File: src/rtl/battle_hp_datapath.sv
// Battle HP datapath: owns player/AI HP, loads AI HP, and drains damage one
// point per DRAIN_DIV cycles so the health bar can animate. Reports done,
// fainted and malformed-command status back to the battle control FSM.
module battle_hp_datapath #(
  parameter int HP_W      = 8,
  parameter int P_MAX_HP  = 100,
  parameter int AI_MAX_HP = 100,
  parameter int P_ATK     = 20,
  parameter int AI_ATK    = 15,
  parameter int DRAIN_DIV = 1
) (
  input  logic            clk,
  input  logic            reset_n,
  input  logic            load_ai_hp,
  input  logic            apply_p_damage,
  input  logic            apply_ai_damage,
  input  logic            active_trainer,
  input  logic            target,
  input  logic [HP_W-1:0] ai_hp_init,
  output logic [HP_W-1:0] p_hp,
  output logic [HP_W-1:0] ai_hp,
  output logic            p_fainted,
  output logic            ai_fainted,
  output logic            busy,
  output logic            done,
  output logic            cmd_err
);

  localparam int TW = (DRAIN_DIV > 1) ? $clog2(DRAIN_DIV) : 1;
  localparam logic [TW-1:0] TICK_LAST = TW'(DRAIN_DIV - 1);

  typedef enum logic [1:0] {IDLE, DRAIN, DONE} state_t;

  state_t          state;
  logic [HP_W-1:0] rem;
  logic [TW-1:0]   tick;
  logic            tgt_ai;

  logic [HP_W-1:0] amt, tgt_hp, first_rem, init_clamp;
  logic            any_apply, bad_cmd;

  // Decode the command presented in IDLE: damage amount, saturated drain
  // length, clamped AI load value and malformed-command detection.
  always_comb begin
    amt        = active_trainer ? HP_W'(AI_ATK) : HP_W'(P_ATK);
    tgt_hp     = apply_ai_damage ? ai_hp : p_hp;
    first_rem  = (amt < tgt_hp) ? amt : tgt_hp;
    init_clamp = (ai_hp_init > HP_W'(AI_MAX_HP)) ? HP_W'(AI_MAX_HP) : ai_hp_init;
    any_apply  = apply_p_damage | apply_ai_damage;
    bad_cmd    = (apply_p_damage & apply_ai_damage) |
                 (any_apply & load_ai_hp) |
                 (apply_p_damage & target) |
                 (apply_ai_damage & ~target);
  end

  // Control FSM plus HP registers; done/cmd_err are registered one-cycle pulses.
  always_ff @(posedge clk) begin
    if (!reset_n) begin
      state   <= IDLE;
      p_hp    <= HP_W'(P_MAX_HP);
      ai_hp   <= HP_W'(AI_MAX_HP);
      rem     <= '0;
      tick    <= '0;
      tgt_ai  <= 1'b0;
      done    <= 1'b0;
      cmd_err <= 1'b0;
    end else begin
      done    <= 1'b0;
      cmd_err <= 1'b0;
      case (state)
        IDLE: begin
          if (bad_cmd) begin
            cmd_err <= 1'b1;
          end else if (load_ai_hp) begin
            ai_hp <= init_clamp;
            state <= DONE;
            done  <= 1'b1;
          end else if (any_apply) begin
            rem    <= first_rem;
            tgt_ai <= apply_ai_damage;
            tick   <= '0;
            if (first_rem == '0) begin
              state <= DONE;
              done  <= 1'b1;
            end else begin
              state <= DRAIN;
            end
          end
        end
        DRAIN: begin
          if (tick == TICK_LAST) begin
            tick <= '0;
            rem  <= rem - 1'b1;
            if (tgt_ai) ai_hp <= ai_hp - 1'b1;
            else        p_hp  <= p_hp - 1'b1;
            if (rem == HP_W'(1)) begin
              state <= DONE;
              done  <= 1'b1;
            end
          end else begin
            tick <= tick + 1'b1;
          end
        end
        DONE:    state <= IDLE;
        default: state <= IDLE;
      endcase
    end
  end

  assign busy       = (state != IDLE);
  assign p_fainted  = (p_hp == '0);
  assign ai_fainted = (ai_hp == '0);

endmodule

File: config.mk
export PLATFORM = sky130hd
export DESIGN_NAME = battle_hp_datapath
export DESIGN_NICKNAME = d
export VERILOG_FILES = /design/src/rtl/battle_hp_datapath.sv
export SDC_FILE = /design/constraint.sdc
export NUM_CORES = 1
export LEC_CHECK = 0
export BUFFER_PORTS_ARGS = -buffer_cell sky130_fd_sc_hd__buf_4
export CAP_MARGIN = 20
export CORE_MARGIN = 2
export CORE_UTILIZATION = 61
export CTS_BUF_LIST = sky130_fd_sc_hd__clkbuf_2
export DETAILED_ROUTE_END_ITERATION = 10
export GPL_ROUTABILITY_DRIVEN = 0
export PLACE_DENSITY_LB_ADDON = 0.1
export SYNTH_ARGS = -nofsm -noshare
export SYNTH_HDL_FRONTEND = slang
export SYNTH_SLANG_ARGS = --single-unit
File: constraint.sdc
create_clock -name clk -period 3.6 [get_ports clk]
set_clock_uncertainty 0.2 [all_clocks]
set_input_delay 0.72 -clock clk [delete_from_list [all_inputs] [get_ports clk]]
set_output_delay 0.72 -clock clk [all_outputs]
set_load 0.02 [all_outputs]
Word-level counts from Yosys, hierarchy flattened
Cells that the tools add are included.
W data, S select, Z words.
{"block": "totals", "output_inout_bits": 21, "word_cells": 84, "ff_bits": 30}
{"block": "op_classes", "reduce_logical": 13, "mux": 34, "n_lt_le_gt_ge": 2, "n_addsub": 4, "bitwise_logic": 13, "n_eq_ne": 10}
{"operator": "$mux W8", "n": 11}
{"operator": "$pmux W8 S2", "n": 2}
{"operator": "$logic_not A8 Y1", "n": 3}
{"operator": "$sub A8 B1 Y8 const B", "n": 3}
{"operator": "$ne A2 B2 Y1 const B", "n": 7}
{"operator": "$mux W2", "n": 6}
{"operator": "$reduce_and A4 Y1", "n": 3}
{"operator": "$mux W1", "n": 11}
{"operator": "$reduce_and A5 Y1", "n": 2}
{"operator": "$eq A8 B1 Y1 const B", "n": 1}
{"operator": "$gt A8 B7 Y1 const B", "n": 1}
{"operator": "$lt A5 B8 Y1", "n": 1}
{"operator": "$mux W5", "n": 1}
{"operator": "$not A1 Y1", "n": 5}
{"operator": "$and A1 B1 Y1", "n": 4}
{"operator": "$or A1 B1 Y1", "n": 4}
{"operator": "$pmux W1 S2", "n": 2}
{"operator": "$pmux W2 S2", "n": 1}
{"operator": "$reduce_bool A2 Y1", "n": 2}
{"operator": "$ne A3 B3 Y1 const B", "n": 1}
{"operator": "$reduce_and A3 Y1", "n": 1}
{"operator": "$eq A2 B1 Y1 const B", "n": 1}
{"operator": "$logic_not A2 Y1", "n": 1}
{"operator": "$reduce_and A2 Y1", "n": 1}
{"operator": "$add A1 B1 Y1 const B", "n": 1}

Logic depth before layout (Yosys ltp)
{"block": "depth", "depth_word": 9, "depth_mapped": 8, "mapped_depth_nobuf": 7}

Least setup slack after synthesis
No wires, ideal clock.
{"block": "synth_timing", "kind": "input port to flip-flop", "startpoint": "input port apply_ai_damage", "endpoint": "register rem[4]", "t_arrival_ns": 2.468, "stages": 8, "setup_ns": 0.086, "n_path_buf": 1, "slack_ns": 0.846, "path_cell_list": "buf_4 -> mux2i_1 -> ha_1 -> a21o_1 -> o211ai_1 -> a31oi_2 -> mux2_1 -> a211oi_1"}
{"block": "synth_between", "elab_chain_cells": 7, "word_cells_on_any_way": 17}
{"item": "start, declared", "line": "16", "rtl": "input logic apply_ai_damage,"}
{"item": "$mux W8 / $or A1 B1 Y1 (equally long branches)", "line": "46, 49"}
{"item": "$lt A5 B8 Y1 / $and A1 B1 Y1 (equally long branches)", "line": "47, 51"}
{"item": "$mux W8 / $or A1 B1 Y1 (equally long branches)", "line": "47, 50"}
{"item": "$mux W8 / $or A1 B1 Y1 (equally long branches)", "line": "78, 51"}
{"item": "$mux W8 / $or A1 B1 Y1 (equally long branches)", "line": "74, 52"}
{"item": "$mux W8 / $ne A2 B2 Y1 (equally long branches)"}
{"item": "$pmux W8 S2 / $reduce_and A5 Y1 (equally long branches)"}
{"item": "end signal, assigned", "line": "79", "rtl": "rem <= first_rem;"}
{"item": "end signal, assigned", "line": "93", "rtl": "rem <= rem - 1'b1;"}
{"item": "end, declared", "line": "35", "rtl": "logic [HP_W-1:0] rem;"}
Parallel ways exist; a longest one is shown, timed or not. The select of a mux whose other input is x is not followed.
A chain may end at the register's enable or synchronous reset.

Worst setup path in the final report
Same ends and word-level chain as after synthesis.

==> impl_results.md <==
* Run status: finished, final reports clean
* CP arrival at 2.78 ns
* Fin. Hold Viols at 0
* Drt drc at 0
* Synth Instances at 224
* Synth top area share at 31.4%
* Post-Syn Nets at 248
* Class of the worst hold path: reg2reg
* Area of the multi-input gates at 0.00118 mm2
* Hold_buf cts at 0
* Mapped Area at 0.00185 mm2
* Ys async rst share at 0%
* CP top delay family: compound AO/OA/AOI/OAI gates
* Cell taking the most area after synthesis: dfxtp_1
* Antenna diodes at 0
* Vias in the first global route at 1660
* Crit path required time at 3.70 ns
* Largest net degree at the start of global routing at 21
* WL final at 4.64 mm
* Synth cell count leaders: dfxtp_1, nor2_1, a21oi_1
* Hold-critical path depth at 2
* HPWL after detailed placement at 3.32 mm
* Std-Cell Rows at 19
* Clk buf depth at 2
* DR iter-0 viols at 121
* CP bufs+invs at 1
* CTS tree: built
* Filler cells at 221
* WS Path Type: in2reg
* Reg-to-Reg Start: ai_hp[1]
* First-pass GRT wire length at 7.60 mm
* Max-cap violations at 0
* Final setup vio count at 0
* Post-route setup slack at 0.917 ns
* Initial Utilization at 65.4%
* Critical Path Stages at 8
* Crit-path max FO at 13
* Reg clk slew, reported paths at 0.15 ns
* Ys flop type: dfxtp_1
* Yosys reg bits at 29
* Final min period at 2.68 ns
* Io pins at 36
* Die X at 59.1 um
* Register area at 581 um2
* R2r setup slk at 1.13 ns
* H-tree Lvls at 2
* DRT Pass-1 Iters at 4
* # resized after CTS at 0
* Post-route clock period utilization at 74.5%
* Initial antenna violation count at 0
* PD cells at 329 mW/mm2
* EDFF count, synth at 0
* Worst skew pair latency at 0.37 ns
* # nets final at 282
* All-layer global routing usage at 28.8%
* Synthesis Warnings at 0
* Startpoint types: input pin
* Fmax at 373 MHz
* Syn Area/Cell at 8.26 um2
* Slew Viols, Final at 0
* Cells along the critical path: buf_4 -> mux2i_1 -> ha_1 -> a21o_1 -> o211ai_1 -> a31oi_2 -> mux2_1 -> a211oi_1
* Vias at 1845
* # Post-CTS Setup Buffers at 0
* Height of the die at 59.1 um
* Via/cell ratio at 6.36
* CTS Buf Count at 5
* Slew Limit Headroom at 49.4%
* Synth area leaders: dfxtp_1, ha_1, nor2_1
* Layout cells sized above 1 at 19.7%
* Reg2reg path depth at 7
* Unrepaired setup endpoints after global routing: false
* Die footprint at 0.00349 mm2
* Unique masters post-synth at 57
* Final ANT Viol Nets at 0
* Hold slack at 0.314 ns
* Leakage at 0.888 nW
* Area Overhead vs Synth at 16.4%
* Placement Setup Slack at 0.564 ns
* Seq/Total Area, Yosys at 31.4%
* Endpoint of the worst register-to-register path: rem[4]
* Fin Setup TNS at 0 ns
* Top-count cell post-synth: dfxtp_1
* Number of clock sinks at 29
* Hold path start: rem[5]
* Wirelength per Cell at 16.0 um
* Number of port buffers at 35
* Core Area at 0.00283 mm2
* Max VDD drop at 227 uV
* Crit end category: register
* Least-Margin Pin Slew at 0.748 ns
* Root Buffer Master: clkbuf_2
* Slowest-stage cell, CP: mux2i_1
* CP max stage delay at 0.37 ns
* Grt ovf at 0
* Hold path endpoint: rem[5]
cell usage in the layout, fill, tap and decap left out, types with 4 or more instances in the layout:
master     n
buf_4     36
dfxtp_1   29
nor2_1    28
a21oi_1   18
inv_1     12
nand2_1   11
ha_1       9
o21ai_0    7
mux2i_1    6
o21ai_1    6
clkbuf_2   6
nor3_1     5
nand3_1    5
a211oi_1   5
xnor2_1    5
nor4_1     4
o211ai_1   4
xor2_1     4
per-layer routing:
metal  global-route usage, %  part of all wire [%]
met1                    37.3                    45
met4                    11.7                   2.2
met5                       0                     0
met3                    4.80                   6.7
met2                    47.5                    46
flip-flops by register name, indices dropped and copies added, names as in the netlist:
name and count:
p_hp 8, cmd_err 1, state 2, tgt_ai 1, done 1, rem 8, ai_hp 8
through the flow:
stage / util, % / cells / area [um2] / power, mW
2_1_floorplan: - / 224 / 1850 / 0.490
3_3_place_gp: 74.7 / 282 / 2110 / 0.543
3_5_place_dp: 74.7 / 282 / 2110 / 0.546
4_1_cts: 76.1 / 290 / 2150 / 0.706
5_1_grt: 76.1 / 290 / 2150 / 0.747
6_report: 76.1 / 290 / 2150 / 0.708
tightest hold or removal path: cells and delay by family (launching register included):
kind	cells	cell delay (ns)
flops	1	0.34
compound gates	2	0.14
layout make-up:
class,instances,area share (%)
clock inverters,2,0.465
multi-input cells,174,54.7
inverters,12,2.09
clock buffers,6,1.39
well taps,31,1.80
flip-flops and latches,29,27.0
repair buffers,36,12.6
kinds of logic (layout without fill, tap and decap cells):
| kind of cell | Yosys count | count (layout) | share of synthesized area, % |
|---|---|---|---|
| multiplexers | 9 | 9 | 5.07 |
| AO/OA/AOI/OAI | 67 | 67 | 23.5 |
| flip-flops | 29 | 29 | 31.4 |
| XOR/XNOR | 9 | 9 | 4.26 |
| AND/OR/NAND/NOR | 80 | 80 | 24.8 |
| buffers and inverters | 21 | 56 | 4.87 |
| adder cells (fa/ha/maj) | 9 | 9 | 6.09 |
how the worst max path moves through the flow:
stage / from / endpoint / slack, ns
after floorplan: apply_ai_damage / rem[4] / 0.85
after detailed placement: apply_ai_damage / rem[4] / 0.56
final: apply_ai_damage / rem[4] / 0.92
after global placement: apply_ai_damage / rem[4] / 0.70
after global routing: apply_ai_damage / rem[4] / 0.90
after CTS: apply_ai_damage / rem[4] / 0.97
power by group:
| part | internal (mW) | switching (mW) | total [mW] |
|---|---|---|---|
| clock | 0.0487 | 0.116 | 0.165 |
| combinational | 0.0774 | 0.100 | 0.178 |
| sequential | 0.339 | 0.0267 | 0.366 |
| total | 0.465 | 0.243 | 0.708 |
Note: power is estimated with default switching activity, not from simulation.
